==> src/rtl/mips_pkg.sv <==
// Shared writeback-format encodings and stack-pointer defaults for the
// decode-stage register file.
package mips_pkg;

  typedef enum logic [2:0] {
    WB_WORD   = 3'b000,
    WB_HALF_S = 3'b001,
    WB_HALF_U = 3'b010,
    WB_BYTE_S = 3'b011,
    WB_BYTE_U = 3'b100
  } wb_mode_e;

  localparam int          SP_IDX_DEF  = 29;
  localparam logic [31:0] SP_INIT_DEF = 32'h8000_0000;

endpackage

==> src/rtl/wb_formatter.sv <==
// Load-result formatter: selects word/half/byte and sign- or zero-extends.
// Encodings 101-111 fall through to a plain word.
module wb_formatter
  import mips_pkg::*;
#(
  parameter int DATA_W = 32
) (
  input  logic [DATA_W-1:0] wb_data,
  input  logic [2:0]        wb_mode,
  output logic [DATA_W-1:0] fmt_data
);

  always_comb begin
    fmt_data = wb_data;
    case (wb_mode)
      WB_HALF_S: fmt_data = {{(DATA_W-16){wb_data[15]}}, wb_data[15:0]};
      WB_HALF_U: fmt_data = {{(DATA_W-16){1'b0}}, wb_data[15:0]};
      WB_BYTE_S: fmt_data = {{(DATA_W-8){wb_data[7]}}, wb_data[7:0]};
      WB_BYTE_U: fmt_data = {{(DATA_W-8){1'b0}}, wb_data[7:0]};
      default:   fmt_data = wb_data;
    endcase
  end

endmodule

==> src/rtl/id_regfile_scoreboard.sv <==
// Decode-stage register file with per-register 2-bit pending-write counters,
// a writeback-to-read bypass for the last outstanding write, and an immediate extender.
module id_regfile_scoreboard
  import mips_pkg::*;
#(
  parameter int                DATA_W   = 32,
  parameter int                NUM_REGS = 32,
  parameter int                NUM_RD   = 2,
  parameter int                SP_IDX   = SP_IDX_DEF,
  parameter logic [DATA_W-1:0] SP_INIT  = DATA_W'(SP_INIT_DEF),
  localparam int               ADDR_W   = $clog2(NUM_REGS)
) (
  input  logic                       clk,
  input  logic                       rst_n,
  input  logic [NUM_RD*ADDR_W-1:0]   rd_addr,
  output logic [NUM_RD*DATA_W-1:0]   rd_data,
  output logic [NUM_RD-1:0]          rd_ready,
  input  logic                       issue_valid,
  input  logic [ADDR_W-1:0]          issue_dst,
  output logic                       issue_ready,
  input  logic                       wb_valid,
  input  logic [ADDR_W-1:0]          wb_addr,
  input  logic [DATA_W-1:0]          wb_data,
  input  logic [2:0]                 wb_mode,
  input  logic [15:0]                imm_in,
  input  logic                       imm_sign,
  output logic [DATA_W-1:0]          imm_out,
  output logic                       wb_err
);

  logic [DATA_W-1:0] regs [NUM_REGS];
  logic [1:0]        pend [NUM_REGS];
  logic [DATA_W-1:0] wb_fmt;
  logic              wb_hit;
  logic              issue_fire;
  logic [NUM_REGS-1:0] inc_v;
  logic [NUM_REGS-1:0] dec_v;

  // One formatter feeds both the array write and the read bypass so they can never disagree.
  wb_formatter #(.DATA_W(DATA_W)) u_fmt (
    .wb_data  (wb_data),
    .wb_mode  (wb_mode),
    .fmt_data (wb_fmt)
  );

  // Issue handshake: a reservation is taken on a rising edge where
  // issue_valid && issue_ready. issue_ready depends only on issue_dst and the
  // current counters (never on issue_valid); it drops only when the counter is saturated.
  assign issue_ready = (issue_dst == '0) || (pend[issue_dst] != 2'd3);
  assign issue_fire  = issue_valid && issue_ready;
  assign wb_hit      = wb_valid && (wb_addr != '0);

  assign imm_out = imm_sign ? {{(DATA_W-16){imm_in[15]}}, imm_in}
                            : {{(DATA_W-16){1'b0}}, imm_in};

  for (genvar k = 0; k < NUM_RD; k++) begin : g_rd
    logic [ADDR_W-1:0] a;
    logic              byp;
    assign a   = rd_addr[k*ADDR_W +: ADDR_W];
    // Only the last outstanding write may be forwarded; older ones would be overwritten.
    assign byp = wb_valid && (wb_addr == a) && (a != '0) && (pend[a] == 2'd1);
    assign rd_data[k*DATA_W +: DATA_W] = (a == '0) ? '0 : (byp ? wb_fmt : regs[a]);
    assign rd_ready[k] = (a == '0) || (pend[a] == 2'd0) || byp;
  end

  always_comb begin
    inc_v = '0;
    dec_v = '0;
    for (int i = 1; i < NUM_REGS; i++) begin
      inc_v[i] = issue_fire && (issue_dst == ADDR_W'(i));
      dec_v[i] = wb_valid && (wb_addr == ADDR_W'(i)) && (pend[i] != 2'd0);
    end
  end

  always_ff @(posedge clk or negedge rst_n) begin
    if (!rst_n) begin
      for (int i = 0; i < NUM_REGS; i++) begin
        regs[i] <= (i == SP_IDX) ? SP_INIT : '0;
      end
    end else if (wb_hit) begin
      regs[wb_addr] <= wb_fmt;
    end
  end

  // pend[0] is only ever reset, so register 0 never blocks a reader.
  always_ff @(posedge clk or negedge rst_n) begin
    if (!rst_n) begin
      for (int i = 0; i < NUM_REGS; i++) begin
        pend[i] <= 2'd0;
      end
      wb_err <= 1'b0;
    end else begin
      for (int i = 1; i < NUM_REGS; i++) begin
        if (inc_v[i] && !dec_v[i]) begin
          pend[i] <= pend[i] + 2'd1;
        end else if (dec_v[i] && !inc_v[i]) begin
          pend[i] <= pend[i] - 2'd1;
        end
      end
      if (wb_hit && (pend[wb_addr] == 2'd0)) begin
        wb_err <= 1'b1;
      end
    end
  end

endmodule

==> config.mk <==
export PLATFORM = sky130hd
export DESIGN_NAME = id_regfile_scoreboard
export DESIGN_NICKNAME = d
export VERILOG_FILES = /design/src/rtl/mips_pkg.sv /design/src/rtl/wb_formatter.sv /design/src/rtl/id_regfile_scoreboard.sv
export SDC_FILE = /design/constraint.sdc
export NUM_CORES = 2
export LEC_CHECK = 0
export BUFFER_PORTS_ARGS = -buffer_cell sky130_fd_sc_hd__buf_4
export CORE_MARGIN = 10
export CORE_UTILIZATION = 50
export CTS_CLUSTER_SIZE = 12
export DETAILED_ROUTE_END_ITERATION = 10
export PLACE_DENSITY = 0.62
export RECOVER_POWER = 25
export SETUP_SLACK_MARGIN = 0.5
export SYNTH_ARGS = -nofsm -noshare
export SYNTH_HDL_FRONTEND = slang
export SYNTH_SLANG_ARGS = --single-unit
==> constraint.sdc <==
create_clock -name clk -period 4.2 [get_ports clk]
set_input_delay 0.42 -clock clk [delete_from_list [all_inputs] [get_ports clk]]
set_output_delay 0.42 -clock clk [all_outputs]
set_load 0.03 [all_outputs]
==> flow_summary.toml <==
[worst_setup_path]
path_class = "flop to primary output"
startpoint_type = "flop"
required_ns = 3.78
critPathMaxFanout = 7
end_kind = "primary output"
crit_arrival_ns = 3.52
crit_slowest_cell = "mux2i_4"
crit_chain = "mux4_2 -> a22o_1 -> a311oi_4 -> nor4_4 -> a211oi_4 -> buf_12 -> buf_16 -> mux2i_4 -> buf_6"
cp_slowest_stage_delay_ns = 0.47

[clocking]
cts_sinks = 1087
numCtsBuffers = 117
h-tree-depth = 3
clockBufferDepth = 3
cts_tree = "yes"
insertion_delay_ns = 0.73
cts_root_buffer = "clkbuf_16"
clkTransAtPathRegs_ns = 0.06

[route]
avgViaCountPerCell = 6.55
routed_wl_mm = 202
first_iter_violations = 5222
post_drt_wl_per_cell_um = 30.3
via_count = 43700
firstDrtPassIters = 7
postRouteAntennaNets = 0
drc = 0

[synth]
muxShareOfSynthArea = 0.291
synth_ff_type = "dfrtp_1"
synth_fa_ha_area_frac = 0.00650
synth_top_area_cell = "dfrtp_1"
synthXorXnorAreaFrac = 0.0153
ys_seq_elements = 1087
yosysMostFrequentCell = "dfrtp_1"
yosysUniqueCellTypes = 55
syn_area_um2 = 59600
avgSynthCellArea_um2 = 11.5
ys_top_cells_by_area = "dfrtp_1 (46%), mux4_2 (21%), o21ai_0 (7.1%)"
synth_warnings = 2
yosysSeqAreaShare = 0.456
yosys-top-cells-count = "dfrtp_1 (1086), nand2_1 (939), o21ai_0 (842)"
synth_edf_count = 0
synth_top_area_frac = 0.456
synthSimpleGateAreaFrac = 0.0887
synth-compound-area-share = 0.0992
synth_top_family_by_area = "multiplexers"
ys_async_sr_fraction = 1.00
syn-instance-count = 5167
synth_nets = 5274

[global_routing]
grt_antenna_before_repair = 4
grt_pass1_wl_mm = 298
grt_max_degree = 138
grt_use_total = 0.303
grt_overflow = 0
grt_pass1_vias = 43900

[sta]
finClkSkew_ns = 0.00884
period_needed_ns = 3.94
maxSlewHeadroom = -0.418
rsz0062_at_grt = "yes"
fin_tns_setup_ns = 0
final_max_slew_viol_count = 128
setup_viol = 0
worst_pin_slew_ns = 2.13
hold_viol = 0
clock.fmax_mhz = 254
post-route-period-util = 0.937

[pwr]
power_density_nw_per_um2 = 496
swShare = 0.311
ir_drop_uv = 382
p_seq_frac = 0.440
combPwrFrac = 0.246
power.leakage_nw = 29.5
power_frac_clock = 0.314
power.internal_mw = 23.0
switchingPower_mw = 10.4

[floorplanning]
io_pins = 176
fp-row-count = 126
core_area_um2 = 118000
die-area_um2 = 134000
initial_core_util = 0.504
die_h_um = 365
die_x_um = 365

[placed_design]
io_buffers = 145
gp_congestion = 0.896
place_inst = 6436
hpwlAfterDp_mm = 120

[status]
status = "complete, but fails checks"
violations = "max-capacitance violations, max-slew violations"

[final_layout]
final.fill_count = 9834
seq_area_um2 = 27200
area_growth_pct = 12.7
multi_input_area_um2 = 30800
drive_gt1_frac = 0.295
fin_cells = 6681
layout.nets = 5168

[job]
max_cap_viol_count = 3

[hold_path]
hold_path.class = "input port to flop"
-- flip-flops by register name, summed over array words and instances, names as in the netlist --
signal  count
pend       62
regs     1024
wb_err      1
-- per-layer routing --
metal  track usage  vias up  share of wire
met2         0.465     2128           0.46
met4         0.124        6          0.045
li1              -    18600              -
met5             0        -        0.00017
met3        0.0729      462          0.095
met1         0.413    22600           0.40
-- per-stage QoR --
stage	utilization	setup slack [ns]	hold slack, ns	cell area, um^2	power, mW
final	0.569	0.264	0.0825	67200	33.4
after global routing	0.569	0.175	0.0785	67200	34.8
after CTS	0.567	0.297	0.0390	67000	33.3
after detailed placement	0.526	0.190	0.382	62200	22.4
after global placement	0.526	0.168	0.376	62200	22.1
after floorplan	-	0.886	0.124	59600	19.8
-- cell type report --
class,instances,share of cell area
Multi-Input combinational cell,3486,0.458
Sequential cell,1087,0.405
Timing Repair Buffer,362,0.0508
Clock buffer,167,0.0504
Tap cell,1536,0.0286
Clock inverter,34,0.00657
Inverter,7,0.000391
Antenna cell,2,0.0000744
-- power by group through the flow --
stage / clock network, mW / logic, mW / registers, mW
2_1_floorplan: 0 / 5.75 / 14.0
3_3_place_gp: 0 / 7.50 / 14.6
3_5_place_dp: 0 / 7.66 / 14.8
4_1_cts: 10.6 / 8.10 / 14.6
5_1_grt: 11.0 / 8.91 / 14.9
6_report: 10.5 / 8.21 / 14.7
-- path summary, 6_finish.rpt --
kind	startpoint	endpoint	slack [ns]	depth (start not counted)
max	pend[57]$_DFFE_PN0P_	rd_data[14]	0.26	9
min	wb_data[4]	regs[68]$_DFFE_PN0P_	0.08	3
max reg2reg	pend[1]$_DFFE_PN0P_	pend[1]$_DFFE_PN0P_	1.14	9
min reg2reg	regs[996]$_DFFE_PN0P_	regs[996]$_DFFE_PN0P_	0.39	0
max in group asynchronous	rst_n	regs[492]$_DFFE_PN0P_	0.71	4
min in group asynchronous	rst_n	regs[758]$_DFFE_PN0P_	0.85	2
-- logic make-up after synthesis --
logic type               count (synthesis)
multiplexers                          1006
buffers and inverters                  597
AND/OR/NAND/NOR                       1274
flip-flops                            1087
AO/OA/AOI/OAI                         1068
XOR/XNOR                               104
adder cells (fa/ha/maj)                 31
-- layout by cell type (no fill, tap or decap), types with 38 or more instances in the layout --
cell type	count
dfrtp_1	1066
nand2_1	907
o21ai_0	815
mux4_2	556
mux2_2	269
buf_4	253
mux2i_1	149
clkbuf_16	119
nor2_1	104
xor2_1	66
a211oi_1	56
nor2b_1	47
buf_6	45
a22oi_1	38
-- what timing repair did --
action                     in CTS  in global routing
setup endpoints to repair      64                 62
gates resized for setup       135                 50
gates cloned                    6                  0
buffers inserted               31                  4
hold buffers                    1                  0
hold endpoints to repair       53                  0
pin swaps                      17                  7
-- critical path, delay by kind of cell (launching register included) --
family | cells | cell delay [ns]
flip-flops | 1 | 0.44
AO/OA/AOI/OAI | 3 | 0.76
multiplexers | 2 | 0.92
AND/OR/NAND/NOR | 1 | 0.08
buffers and inverters | 3 | 0.57
(Power assumes the default switching activity.)
